`src/rtl/nav_cmd_pkg.sv`:
```
// rtl/nav_cmd_pkg.sv - shared opcode, state and field definitions for the navigation command issuer
package nav_cmd_pkg;

    typedef enum logic [2:0] {
        OP_CAL   = 3'b000,
        OP_HDNG  = 3'b001,
        OP_MOVE  = 3'b010,
        OP_SOLVE = 3'b011
    } opcode_t;

    typedef enum logic [2:0] {
        IDLE    = 3'd0,
        WT_CAL  = 3'd1,
        WT_HDNG = 3'd2,
        WT_MV   = 3'd3,
        SOLVING = 3'd4
    } state_t;

    localparam int OPC_MSB      = 15;
    localparam int OPC_LSB      = 13;
    localparam int HDNG_MSB     = 11;
    localparam int HDNG_LSB     = 0;
    localparam int STP_LFT_BIT  = 1;
    localparam int STP_RGHT_BIT = 0;

endpackage

```
`src/rtl/cmd_wdog.sv`:
```
// rtl/cmd_wdog.sv - saturating wait watchdog for the command issuer
module cmd_wdog #(
    parameter int TMO_W = 24
) (
    input  logic clk,
    input  logic rst_n,
    input  logic en,
    input  logic clr,
    output logic expired
);

    localparam logic [TMO_W-1:0] CNT_MAX = '1;

    logic [TMO_W-1:0] cnt;

    always_ff @(posedge clk) begin
        if (!rst_n) begin
            cnt <= '0;
        end else if (clr || !en) begin
            cnt <= '0;
        end else if (cnt != CNT_MAX) begin
            cnt <= cnt + 1'b1;
        end
    end

    // High in the cycle whose closing edge takes the counter to all-ones,
    // so the registered tmo_err lines up with the counter reaching its limit.
    assign expired = en && !clr && (cnt == (CNT_MAX - 1'b1));

endmodule

```
`src/rtl/cmd_issuer.sv`:
```
// rtl/cmd_issuer.sv - command decoder and initiator-side handshake FSM for the navigator
module cmd_issuer
    import nav_cmd_pkg::*;
#(
    parameter int TMO_W  = 24,
    parameter int HDNG_W = 12
) (
    input  logic              clk,
    input  logic              rst_n,
    input  logic [15:0]       cmd,
    input  logic              cmd_rdy,
    output logic              clr_cmd_rdy,
    output logic              send_resp,
    output logic              strt_cal,
    input  logic              cal_done,
    output logic              strt_hdng,
    output logic              strt_mv,
    output logic              stp_lft,
    output logic              stp_rght,
    output logic [HDNG_W-1:0] dsrd_hdng,
    input  logic              mv_cmplt,
    output logic              cmd_md,
    input  logic              sol_cmplt,
    output logic              tmo_err
);

    state_t state, state_nxt;

    logic              clr_nxt, resp_nxt, cal_nxt, hdng_nxt, mv_nxt, tmo_nxt;
    logic              lft_nxt, rght_nxt, md_nxt;
    logic [HDNG_W-1:0] hdng_val_nxt;
    logic              wd_en, wd_clr, wd_expired;
    logic [2:0]        opc;

    assign opc   = cmd[OPC_MSB:OPC_LSB];
    assign wd_en = (state == WT_CAL) || (state == WT_HDNG) || (state == WT_MV);

    cmd_wdog #(
        .TMO_W (TMO_W)
    ) u_wdog (
        .clk     (clk),
        .rst_n   (rst_n),
        .en      (wd_en),
        .clr     (wd_clr),
        .expired (wd_expired)
    );

    always_comb begin
        state_nxt    = state;
        clr_nxt      = 1'b0;
        resp_nxt     = 1'b0;
        cal_nxt      = 1'b0;
        hdng_nxt     = 1'b0;
        mv_nxt       = 1'b0;
        tmo_nxt      = 1'b0;
        lft_nxt      = stp_lft;
        rght_nxt     = stp_rght;
        hdng_val_nxt = dsrd_hdng;
        md_nxt       = cmd_md;
        wd_clr       = 1'b0;

        case (state)
            IDLE: begin
                // The source still holds cmd_rdy while clr_cmd_rdy is high.
                if (cmd_rdy && !clr_cmd_rdy) begin
                    clr_nxt = 1'b1;
                    case (opc)
                        OP_CAL: begin
                            cal_nxt   = 1'b1;
                            wd_clr    = 1'b1;
                            state_nxt = WT_CAL;
                        end
                        OP_HDNG: begin
                            hdng_val_nxt = HDNG_W'(cmd[HDNG_MSB:HDNG_LSB]);
                            hdng_nxt     = 1'b1;
                            wd_clr       = 1'b1;
                            state_nxt    = WT_HDNG;
                        end
                        OP_MOVE: begin
                            lft_nxt   = cmd[STP_LFT_BIT];
                            rght_nxt  = cmd[STP_RGHT_BIT];
                            mv_nxt    = 1'b1;
                            wd_clr    = 1'b1;
                            state_nxt = WT_MV;
                        end
                        OP_SOLVE: begin
                            md_nxt    = 1'b0;
                            state_nxt = SOLVING;
                        end
                        default: ;
                    endcase
                end
            end
            WT_CAL: begin
                if (cal_done) begin
                    resp_nxt  = 1'b1;
                    state_nxt = IDLE;
                end else if (wd_expired) begin
                    tmo_nxt   = 1'b1;
                    state_nxt = IDLE;
                end
            end
            WT_HDNG, WT_MV: begin
                if (mv_cmplt) begin
                    resp_nxt  = 1'b1;
                    state_nxt = IDLE;
                end else if (wd_expired) begin
                    tmo_nxt   = 1'b1;
                    state_nxt = IDLE;
                end
            end
            SOLVING: begin
                if (sol_cmplt) begin
                    md_nxt    = 1'b1;
                    resp_nxt  = 1'b1;
                    state_nxt = IDLE;
                end
            end
            default: state_nxt = IDLE;
        endcase
    end

    always_ff @(posedge clk) begin
        if (!rst_n) begin
            state       <= IDLE;
            clr_cmd_rdy <= 1'b0;
            send_resp   <= 1'b0;
            strt_cal    <= 1'b0;
            strt_hdng   <= 1'b0;
            strt_mv     <= 1'b0;
            stp_lft     <= 1'b0;
            stp_rght    <= 1'b0;
            dsrd_hdng   <= '0;
            cmd_md      <= 1'b1;
            tmo_err     <= 1'b0;
        end else begin
            state       <= state_nxt;
            clr_cmd_rdy <= clr_nxt;
            send_resp   <= resp_nxt;
            strt_cal    <= cal_nxt;
            strt_hdng   <= hdng_nxt;
            strt_mv     <= mv_nxt;
            stp_lft     <= lft_nxt;
            stp_rght    <= rght_nxt;
            dsrd_hdng   <= hdng_val_nxt;
            cmd_md      <= md_nxt;
            tmo_err     <= tmo_nxt;
        end
    end

endmodule

```
`config.mk`:
```
export PLATFORM = sky130hd
export DESIGN_NAME = cmd_issuer
export DESIGN_NICKNAME = d
export VERILOG_FILES = /design/src/rtl/nav_cmd_pkg.sv /design/src/rtl/cmd_wdog.sv /design/src/rtl/cmd_issuer.sv
export SDC_FILE = /design/constraint.sdc
export NUM_CORES = 1
export LEC_CHECK = 0
export ABC_AREA = 1
export CAP_MARGIN = 20
export CORE_ASPECT_RATIO = 0.6
export CORE_MARGIN = 4
export CORE_UTILIZATION = 35
export DETAILED_ROUTE_END_ITERATION = 16
export GPL_ROUTABILITY_DRIVEN = 0
export HOLD_SLACK_MARGIN = 0.1
export SLEW_MARGIN = 20
export SYNTH_ARGS = -nofsm -noshare
export SYNTH_HDL_FRONTEND = slang
export SYNTH_SLANG_ARGS = --single-unit
```
`constraint.sdc`:
```
create_clock -name clk -period 4.28 [get_ports clk]
set_input_delay 1.284 -clock clk [delete_from_list [all_inputs] [get_ports clk]]
set_output_delay 1.284 -clock clk [all_outputs]
set_load 0.03 [all_outputs]
```
==> results.json <==
{
  "ant_nets": 0,
  "fp-row-count": 23,
  "fin_skew_ns": 0.00428,
  "cpPeakStageDelay_ns": 0.84,
  "die_area_um2": 8270,
  "cp_cell_sequence": "clkdlybuf4s50_1 > inv_2 > nor2_2 > inv_2 > nor3_1",
  "final_nets": 435,
  "multi_input_area_um2": 1190,
  "place_hpwl_um": 4460,
  "first_pass_iters": 4,
  "vias": 2252,
  "synth_cell_types": 29,
  "cts_tree": "yes",
  "layout_commonest_cell": "nand2_1",
  "viasPerCell": 4.51,
  "largest_register_ffs": 24,
  "finalCriticalPeriod_ns": 2.80,
  "worst_path_max_delay_cell": "clkdlybuf4s50_1",
  "ys_seq_area_share_pct": 40.2,
  "regArea_um2": 961,
  "antenna_found_initial": 0,
  "core_area_um2": 6650,
  "synth_area_um2": 2390,
  "first_global_vias": 2064,
  "drive_above_1_share_pct": 7.52,
  "setup_viol": 0,
  "finalSetupTns_ns": 0,
  "postCtsSetupRepairBufs": 0,
  "worst_slew_pin_slew_ns": 0.590,
  "ctsResizeCount": 0,
  "rsz0062_at_grt": "no",
  "critPathLaunchType": "primary input",
  "crit_family": "buffers and inverters",
  "vdd_drop_max_v": 0.000165,
  "crit_required_ns": 4.49,
  "clk_path_buf_depth": 2,
  "hold_violations": 0,
  "start_util_pct": 36.0,
  "synth_warnings": 0,
  "clkLatencyLatePin_ns": 0.29,
  "end_kind": "flip-flop",
  "num_antenna_cells": 0,
  "drtIter0Drc": 92,
  "post-place-cells": 491,
  "clk_pin_slew_ns": 0.06,
  "syn_area_per_cell_um2": 6.54,
  "cellLeakagePower_nw": 1.27,
  "yosysTopAreaCell": "dfxtp_1",
  "fmax_mhz": 358,
  "synth-seq-cells": 48,
  "grt_overflow": 0,
  "drt_wl_total_um": 5750,
  "dp_slack_ns": 1.19,
  "path_class": "in -> reg",
  "maxCapViolations": 0,
  "gr-usage-all-layers_pct": 15.2,
  "cts_made_buffers": 5,
  "ctsHoldBuffers": 0,
  "die_w_um": 115,
  "yosys-top-cells-area": "dfxtp_1 (40%), nand2_1 (15%), nor2_1 (12%)",
  "drc_errors": 0,
  "slew_headroom_pct": 60.5,
  "die_h_um": 72.0,
  "instances_no_fill": 499,
  "worst_path_most_repeated_cell": "inv_2",
  "grt_max_degree": 19,
  "slew_viol_final": 0,
  "top_register": "u_wdog.cnt",
  "grt_pass1_wl_um": 9980,
  "timing.final.ws_setup_ns": 1.48,
  "area_delta_synth_final_pct": 27.6,
  "finalCritPeriodShare_pct": 65.4,
  "cts.root.buffer_cell": "clkbuf_16",
  "postSynthCellCount": 366,
  "min_path_type": "reg -> reg",
  "powerDensity_nw_per_um2": 325,
  "cts_sinks": 48,
  "crit_fanout": 18,
  "yosysTopAreaCellShare_pct": 40.2,
  "worst-endpoint-arrival_ns": 3.01,
  "crit_buf_inv": 3,
  "status": "finished, final reports clean",
  "avgRoutedWirePerCell_um": 11.5,
  "pin_count": 43,
  "synth_nets": 390,
  "port_buffers": 41,
  "h-tree-depth": 2,
  "fill_cells": 683,
  "largestRegisters": "u_wdog.cnt x24, dsrd_hdng x12, state x3",
  "layout_common_cells": "nand2_1 (95), nor2_1 (76), dfxtp_1 (48)"
}
-- synthesized netlist by cell type, drive strengths merged --
cell type and count:
nand3 28, nand4 6, clkbuf 1, buf 4, nor3 2, nor2 82
and2 2, inv 53, dfxtp 48, a31oi 4, a21oi 6, xnor2 4
o311ai 1, clkinv 1, nor4 1, or2 5, o21ai 20, nand2 96
ha 2
-- stage by stage --
step	power [mW]	hold WS [ns]	util, %	area, µm²
finish	0.993	0.462	45.9	3050
global route	1.04	0.517	45.9	3050
CTS	1.01	0.467	45.9	3050
detailed placement	0.561	0.450	43.4	2890
global placement	0.560	0.447	43.4	2890
floorplan	0.518	0.484	-	2390
-- layer usage --
metal	vias up	global-route usage (%)	share of wire, %
li1	1223	-	-
met1	989	23.3	56
met2	35	21.0	38
met3	5	3.50	4.0
met4	0	4.30	1.2
met5	-	0	0
-- path summary, 6_finish.rpt --
| check | startpoint | endpoint | slack (ns) | cells after the start |
|---|---|---|---|---|
| max reg2reg | u_wdog.cnt[0] | u_wdog.cnt[14] | 2.63 | 8 |
| max | rst_n | tmo_err | 1.48 | 5 |
| min reg2reg | cmd_md | cmd_md | 0.46 | 2 |
| min | cmd_md | cmd_md | 0.46 | 2 |
-- final cells by class --
class / instances / share of cell area [%]
Multi-Input combinational cell: 259 / 39.0
Sequential cell: 48 / 31.5
Timing Repair Buffer: 43 / 13.9
Inverter: 54 / 6.68
Clock buffer: 6 / 4.22
Tap cell: 87 / 3.57
Clock inverter: 2 / 1.15
-- power breakdown --
part / switching (mW) / internal, mW / total [mW]
sequential: 0.00523 / 0.456 / 0.461
clock: 0.167 / 0.275 / 0.442
combinational: 0.0502 / 0.0399 / 0.0900
total: 0.222 / 0.770 / 0.993
-- logic make-up after synthesis --
kind of cell	count (synthesis)	share of synthesized area [%]
flops	48	40.2
xor+xnor	4	1.46
compound gates	31	7.01
simple gates	222	40.2
fa+ha+maj	2	1.05
buf+inv	59	10.1
-- worst register-to-register path: stages (launching register included) --
cell and delay [ns]:
dfxtp_1 0.43, ha_1 0.24, nand3_2 0.13, nor2_1 0.34, inv_1 0.07, o21ai_0 0.15, nand3_1 0.09, nand2_1 0.07
inv_1 0.03
Power figures use the tool's default switching activity.
